--- src/rtl/mips_defs.sv ---
// Shared definitions for the MIPS-style datapath: word/operand widths,
// ALU opcode constants and the register-file access FSM encoding.
package mips_defs;

    localparam int WORD_SIZE = 16;
    localparam int OP_SIZE   = 4;

    // ALU opcodes decoded by alu_control.
    localparam logic [3:0] ADD  = 4'h0;
    localparam logic [3:0] SUB  = 4'h1;
    localparam logic [3:0] AND  = 4'h2;
    localparam logic [3:0] OR   = 4'h3;
    localparam logic [3:0] SLT  = 4'h4;
    localparam logic [3:0] BEQ  = 4'h5;
    localparam logic [3:0] JUMP = 4'h6;

    // Register-file access handshake states.
    typedef enum logic {
        IDLE = 1'b0,
        ACK  = 1'b1
    } acc_state_t;

endpackage

--- src/rtl/reg_bank_ram.sv ---
// Register storage: 2**ADDR_W words of WIDTH bits, one synchronous write
// port and three combinational read ports, cleared by reset.
module reg_bank_ram #(
    parameter int WIDTH  = 16,
    parameter int ADDR_W = 4
) (
    input  logic              clk,
    input  logic              rst_n,
    input  logic              we,
    input  logic [ADDR_W-1:0] waddr,
    input  logic [WIDTH-1:0]  wdata,
    input  logic [ADDR_W-1:0] raddr_0,
    input  logic [ADDR_W-1:0] raddr_1,
    input  logic [ADDR_W-1:0] raddr_2,
    output logic [WIDTH-1:0]  rdata_0,
    output logic [WIDTH-1:0]  rdata_1,
    output logic [WIDTH-1:0]  rdata_2
);

    localparam int DEPTH = 2 ** ADDR_W;

    logic [WIDTH-1:0] mem [DEPTH];

    // Storage update: clear on reset, otherwise write one word when enabled.
    // NOTE: this array is reset on purpose -- registers must read 0 after reset,
    // so it is built from flops; an array mapped to RAM macros could not be reset.
    always_ff @(posedge clk or negedge rst_n) begin
        if (!rst_n) begin
            for (int i = 0; i < DEPTH; i++) begin
                mem[i] <= '0;
            end
        end else if (we) begin
            // NOTE: non-blocking so every reader this edge sees the pre-write value.
            mem[waddr] <= wdata;
        end
    end

    assign rdata_0 = mem[raddr_0];
    assign rdata_1 = mem[raddr_1];
    assign rdata_2 = mem[raddr_2];

endmodule

--- src/rtl/reg_file_responder.sv ---
// 16-entry register file: responder side of the reg_on/reg_w access handshake
// plus two registered operand read ports with write-through bypass.
module reg_file_responder
    import mips_defs::*;
#(
    parameter bit ZERO_R0 = 1'b1
) (
    input  logic                 tclk,
    input  logic                 rst_n,
    input  logic                 reg_on,
    input  logic                 reg_w,
    input  logic [OP_SIZE-1:0]   reg_addr,
    input  logic [WORD_SIZE-1:0] reg_data_in,
    output logic [WORD_SIZE-1:0] reg_data_out,
    output logic                 reg_ack,
    input  logic [OP_SIZE-1:0]   rd_addr_1,
    input  logic [OP_SIZE-1:0]   rd_addr_2,
    output logic [WORD_SIZE-1:0] rd_data_1,
    output logic [WORD_SIZE-1:0] rd_data_2
);

    acc_state_t           state_q, state_d;
    logic                 accept, wr_en, rd_en;
    logic [WORD_SIZE-1:0] ram_acc, ram_rd_1, ram_rd_2;
    logic [WORD_SIZE-1:0] acc_next, rd_next_1, rd_next_2;

    // Requests are only taken in IDLE; R0 writes are acked but never stored.
    assign accept = (state_q == IDLE) && reg_on;
    assign wr_en  = accept && reg_w && !(ZERO_R0 && (reg_addr == '0));
    assign rd_en  = accept && !reg_w;

    reg_bank_ram #(
        .WIDTH  (WORD_SIZE),
        .ADDR_W (OP_SIZE)
    ) u_bank (
        .clk     (tclk),
        .rst_n   (rst_n),
        .we      (wr_en),
        .waddr   (reg_addr),
        .wdata   (reg_data_in),
        .raddr_0 (reg_addr),
        .raddr_1 (rd_addr_1),
        .raddr_2 (rd_addr_2),
        .rdata_0 (ram_acc),
        .rdata_1 (ram_rd_1),
        .rdata_2 (ram_rd_2)
    );

    // Access FSM state register.
    always_ff @(posedge tclk or negedge rst_n) begin
        if (!rst_n) begin
            state_q <= IDLE;
        end else begin
            state_q <= state_d;
        end
    end

    // Access FSM next state: one accepted request always spends one cycle in ACK.
    // NOTE: the default assignment first keeps this block free of inferred latches.
    always_comb begin
        state_d = state_q;
        case (state_q)
            IDLE: if (reg_on) state_d = ACK;
            ACK:  state_d = IDLE;
        endcase
    end

    assign reg_ack = (state_q == ACK);

    // Operand/access read values: forward same-edge write data, force R0 to zero.
    // wr_en already excludes R0, so the bypass can never forward to it.
    always_comb begin
        acc_next  = ram_acc;
        rd_next_1 = ram_rd_1;
        rd_next_2 = ram_rd_2;
        if (wr_en && (rd_addr_1 == reg_addr)) rd_next_1 = reg_data_in;
        if (wr_en && (rd_addr_2 == reg_addr)) rd_next_2 = reg_data_in;
        if (ZERO_R0 && (reg_addr == '0))  acc_next  = '0;
        if (ZERO_R0 && (rd_addr_1 == '0)) rd_next_1 = '0;
        if (ZERO_R0 && (rd_addr_2 == '0)) rd_next_2 = '0;
    end

    // Output registers: operand ports load every edge, access port only on a read.
    always_ff @(posedge tclk or negedge rst_n) begin
        if (!rst_n) begin
            reg_data_out <= '0;
            rd_data_1    <= '0;
            rd_data_2    <= '0;
        end else begin
            rd_data_1 <= rd_next_1;
            rd_data_2 <= rd_next_2;
            if (rd_en) begin
                reg_data_out <= acc_next;
            end
        end
    end

endmodule

--- config.mk ---
export PLATFORM = sky130hd
export DESIGN_NAME = reg_file_responder
export DESIGN_NICKNAME = d
export VERILOG_FILES = /design/src/rtl/mips_defs.sv /design/src/rtl/reg_bank_ram.sv /design/src/rtl/reg_file_responder.sv
export SDC_FILE = /design/constraint.sdc
export NUM_CORES = 1
export LEC_CHECK = 0
export ABC_AREA = 1
export BUFFER_PORTS_ARGS = -buffer_cell sky130_fd_sc_hd__buf_4
export CORE_AREA = 2 2 201 203
export DETAILED_ROUTE_END_ITERATION = 7
export DIE_AREA = 0 0 203 205
export GPL_ROUTABILITY_DRIVEN = 0
export HOLD_SLACK_MARGIN = 0.12
export PLACE_DENSITY = 0.66
export SYNTH_ARGS = -nofsm -noshare
export SYNTH_HDL_FRONTEND = slang
export SYNTH_SLANG_ARGS = --single-unit
--- constraint.sdc ---
create_clock -name tclk -period 2.05 [get_ports tclk]
set_input_delay 0.1025 -clock tclk [delete_from_list [all_inputs] [get_ports tclk]]
set_output_delay 0.1025 -clock tclk [all_outputs]
set_load 0.01 [all_outputs]
# Word level (Yosys, flattened, before mapping)
# Index checks and enable logic that the tools add are counted.
# totals
regBits,305
input_bits,32
out_inout_bits,49
wordCells,61
# op_classes
order_cmp,4
n_eq_ne,2
n_mux,19
bitwise,4
reduce_logical,12
# op_table
operator,n
bitwise mux 256 bit,1
binary-select mux 16 bit (select 4 bit),3
two-way mux 16 bit,12
demux 16 bit (select 4 bit),1
"greater-or-equal comparator 5 bit, second input constant",3
inverter 4 -> 5 bit,3
zero test 4 bit,3
== test 4 bit,2
logical AND 1 bit,7
"< comparator 5 x 1 -> 1 bit, second input constant",1
zero test 1 bit,2
case mux 1 bit (2 select lines),1
two-way mux 1 bit,1
inverter 1 bit,1

# Logic depth before layout (Yosys ltp)
# logic_depth
word_depth,7
mapped_depth,12

# Cells and area by module
# Synthesis repeated with hierarchy kept, for this count alone.
# hier_totals
hier_cells,3110
area_unflattened_um2,19625.1
# by_module_without_submodules
mod,n_inst,cells_per_inst,area_per_inst_um2,seq_area_each_um2
reg_bank_ram,1,2787,17239.0,6406.1
reg_file_responder,1,323,2386.0,1226.2

# Worst setup path before layout
# OpenSTA, ideal clock, no wires.
# synth_path
kind,reg-to-reg
from,register state_q (netlist: reg_ack)
to,register u_bank.mem[27] (netlist name)
setup_time_ps,133
arrival_time_ps,1334
t_required_ps,1917
slack_ps,583
stages_incl_launch_ff,8
path_buffers,1
synth_period_minus_slack_ps,1467
cell_sequence,dfrtp_1 > inv_1 > nand3_2 > nor2_1 > nand2_1 > clkbuf_1 > nand2_1 > o21ai_0
# synth_between
elab_chain_cells,4
# synth_lines
item,line,text
from (decl),reg_file_responder.sv:22,"acc_state_t state_q, state_d;"
from (signal assigned),reg_file_responder.sv:54,state_q <= state_d;
inverter 1 bit,reg_file_responder.sv:28,assign accept = (state_q == IDLE) && reg_on;
logical AND 1 bit,reg_file_responder.sv:28,
logical AND 1 bit (2 in a row),reg_file_responder.sv:29,assign wr_en = accept && reg_w && !(ZERO_R0 && (reg_addr == '0));
"to (signal, indexed assignment)",reg_bank_ram.sv:34,mem[waddr] <= wdata;
to (decl),reg_bank_ram.sv:22,logic [WIDTH-1:0] mem [DEPTH];
# No other way between the ends.
# A chain may end at the register's enable or synchronous reset.

# Worst setup path in the final report
# layout_path
from,register state_q (netlist: reg_ack)
to,register rd_data_2[13]
# layout_between
elab_chain_cells,7
# layout_lines
item,line,text
inverter 1 bit,reg_file_responder.sv:28,
logical AND 1 bit,reg_file_responder.sv:28,
logical AND 1 bit (2 in a row),reg_file_responder.sv:29,
logical AND 1 bit,reg_file_responder.sv:77,if (wr_en && (rd_addr_2 == reg_addr)) rd_next_2 = reg_data_in;
two-way mux 16 bit,reg_file_responder.sv:77,
two-way mux 16 bit,reg_file_responder.sv:80,if (ZERO_R0 && (rd_addr_2 == '0)) rd_next_2 = '0;
net rd_next_2[13],reg_file_responder.sv:25,"logic [WORD_SIZE-1:0] acc_next, rd_next_1, rd_next_2;"
to (signal assigned),reg_file_responder.sv:91,rd_data_2 <= rd_next_2;
to (decl),reg_file_responder.sv:19,output logic [WORD_SIZE-1:0] rd_data_2
# The timed path passes the listed nets, and every way through them passes these cells.

==> metrics.txt <==
P_leak 11.98 nW; total track usage 36.26%; Worst Reg-to-Reg Cells 7; HPWL after DPL 47510 µm; initial antenna violation count 0; Req. time, crit path 2.50 ns; io pins 81; Port Buffers 80; top cell type's share of synthesized area 39.23%; syn_area_per_cell 6.199 µm²; H-Tree Depth 2; CTS sink cnt 305; Root Driver clkbuf_16; Post-CTS Hold Fix Bufs 22; vias per cell 5.701; Setup Skew 0.01208 ns; Simple-Gate Fraction of Synth Area a little over two fifths; Overflow after GRT 0; endpoints failing setup 0; Synth area leader dfrtp_1; Synth Instances 3138; setup ws final ~0.34 ns; Yosys reg bits 305; outcome complete, no violations; most frequent cells after synthesis nand2_1, nand3_1, dfrtp_1; Initial Utilization between 40% and 50%; Slew HR 44.94%; adder-cell share of the synthesized area 0%; total negative setup slack 0 ns; share of layout cells above drive strength 1 8.885%; area grow syn2layout 14.55%; RSZ-0062 raised after global routing no; main combinational cell family by area after synthesis simple AND/OR/NAND/NOR gates; Filler cells 3832; Final Hold Vio Count 0; max_cap viols 0; Wirelength per Cell 20.11 µm; crit path capture type register; Netlist cell types 23; synth top area cells dfrtp_1, nand2_1, nand3_1; number of global-route vias before repair just over 20000; core footprint 39370 µm²; Ys Warns 0; Peak Freq between 500 and 600 MHz; Seq/Total Area, Yosys between 30% and 40%; Worst setup SP type register; vias post-DR around 21000; Max FO, Critical Path 18; CP arrival 2.16 ns; Area after DPL 20780 µm²; Hold Path Stages 7; nets@finish between 3000 and 4000; CTS max path bufs 3; count leader, synth nand2_1; CTS buffer count 39; Resize count post-CTS 0; Main synth FF type dfrtp_1; fraction of registers with async set/reset 100.0%; Die H 205 µm; Site Rows 73; Syn Std Cell Area 19450 µm²; Slew Viols, Final 0; Die Wd slightly above 200 µm; post-CTS setup buffers 0; mux cell area share after synthesis 0%; shortest period the worst path allows 1.706 ns; 1st-iter DRT viols approximately 2700; CP cell instances inv_1, nand3_2, nor2_8, nand3_4, buf_12, o21ai_0, nor2_1; largest net degree at the start of global routing approximately 80; Worst-path clk slew 0.06 ns; DR pass1 iterations 6; Post-Place Worst Slack 0.2705 ns; final instance area 22290 µm²; VDD IR max 0.0005570 V; Die ar. 41620 µm²; DRC Markers 0; clock latency on the worst-skew pair around 0.57 ns; xor/xnor cell area share of the yosys netlist 0%; EDFF count, synth 0; CTS tree done; pwr dens 845.6 nW/µm²; post-synthesis compound-gate area fraction 8.644%; routed wire length roughly 75000 µm; Slew @ Worst Pin around 0.82 ns; Net Count, Synth 3170; fin crit share 83.20%; Post-DRT Antenna Nets 0; WS Path Type reg -> reg; slowest stage cell, crit path dfrtp_1; first-pass GRT wire length approximately 120000 µm; Hold Path Class in -> reg; CP peak stage delay approximately 0.38 ns
where the power goes:
part | leakage, nW | internal (mW) | switching, mW
Combinational | 7.31 | 1.56 | 2.77
Clock | 0.643 | 4.06 | 2.79
Sequential | 4.03 | 6.92 | 0.742
critical path: cells and delay by family, from the launching register on:
family          cells  cell delay [ns]
compound gates      1             0.17
flops               1             0.38
simple gates        4             0.71
buf+inv             2             0.33
routing by layer:
metal  routed length (µm)  share of wire, %  global-route usage [%]
met5                    0                 0                       0
met4                 4411               5.9                   21.19
met3                 8457                11                   8.272
met2                32740                44                   56.07
met1                29030                39                   46.68
registers in the layout, indices dropped and copies added, names as in the netlist:
register / cells
u_bank.mem: 256
reg_ack: 1
rd_data_1: 16
reg_data_out: 16
rd_data_2: 16
path summary, 6_finish.rpt:
check,endpoint,start,slack (ns)
worst max-delay path,rd_data_2[13],reg_ack,0.34
worst min-delay path,rd_data_2[0],rd_addr_2[0],0.17
worst max register to register,rd_data_2[13],reg_ack,0.34
worst min register to register,u_bank.mem[250],u_bank.mem[250],0.40
max in group asynchronous,u_bank.mem[137],rst_n,0.81
min in group asynchronous,u_bank.mem[161],rst_n,0.57
metrics by stage:
stage	cells	power, mW	utilization (%)	hold slack (ns)
floorplan	3138	10.37	-	-0.1931
global placement	3618	11.80	52.78	0.09932
detailed placement	3618	11.93	52.78	0.1004
CTS	3710	18.83	56.60	0.1527
global route	3710	19.87	56.60	0.1861
finish	3712	18.84	56.61	0.1731
final cells by class:
cell class	instances	area (µm²)	area share [%]
multi-input combinational	2372	9887	44.37
sequential	305	7632	34.25
timing repair buffer	212	1977	8.871
clock buffer	57	1206	5.412
inverter	226	853.3	3.829
tap	525	656.9	2.948
clock inverter	13	67.56	0.3032
antenna	2	5.005	0.02246
cell usage in the layout, fill, tap and decap left out, types with 2 or more instances in the layout:
master / n
inv_1: 217
dfrtp_1: 305
nor2_2: 6
nand2_1: 1528
buf_12: 26
o21ai_1: 85
clkinv_2: 12
clkbuf_1: 4
nor2_1: 136
clkbuf_8: 12
nand3_4: 2
inv_2: 7
dlygate4sd3_1: 21
nand3_2: 4
inv_4: 2
clkbuf_16: 41
nand3_1: 354
o21ai_0: 251
buf_4: 164
diode_2: 2
cell families after synthesis:
group                  after synthesis
buffers and inverters              461
AO/OA/AOI/OAI                      336
AND/OR/NAND/NOR                   2036
flip-flops                         305
Note: power is estimated with default switching activity, not from simulation.
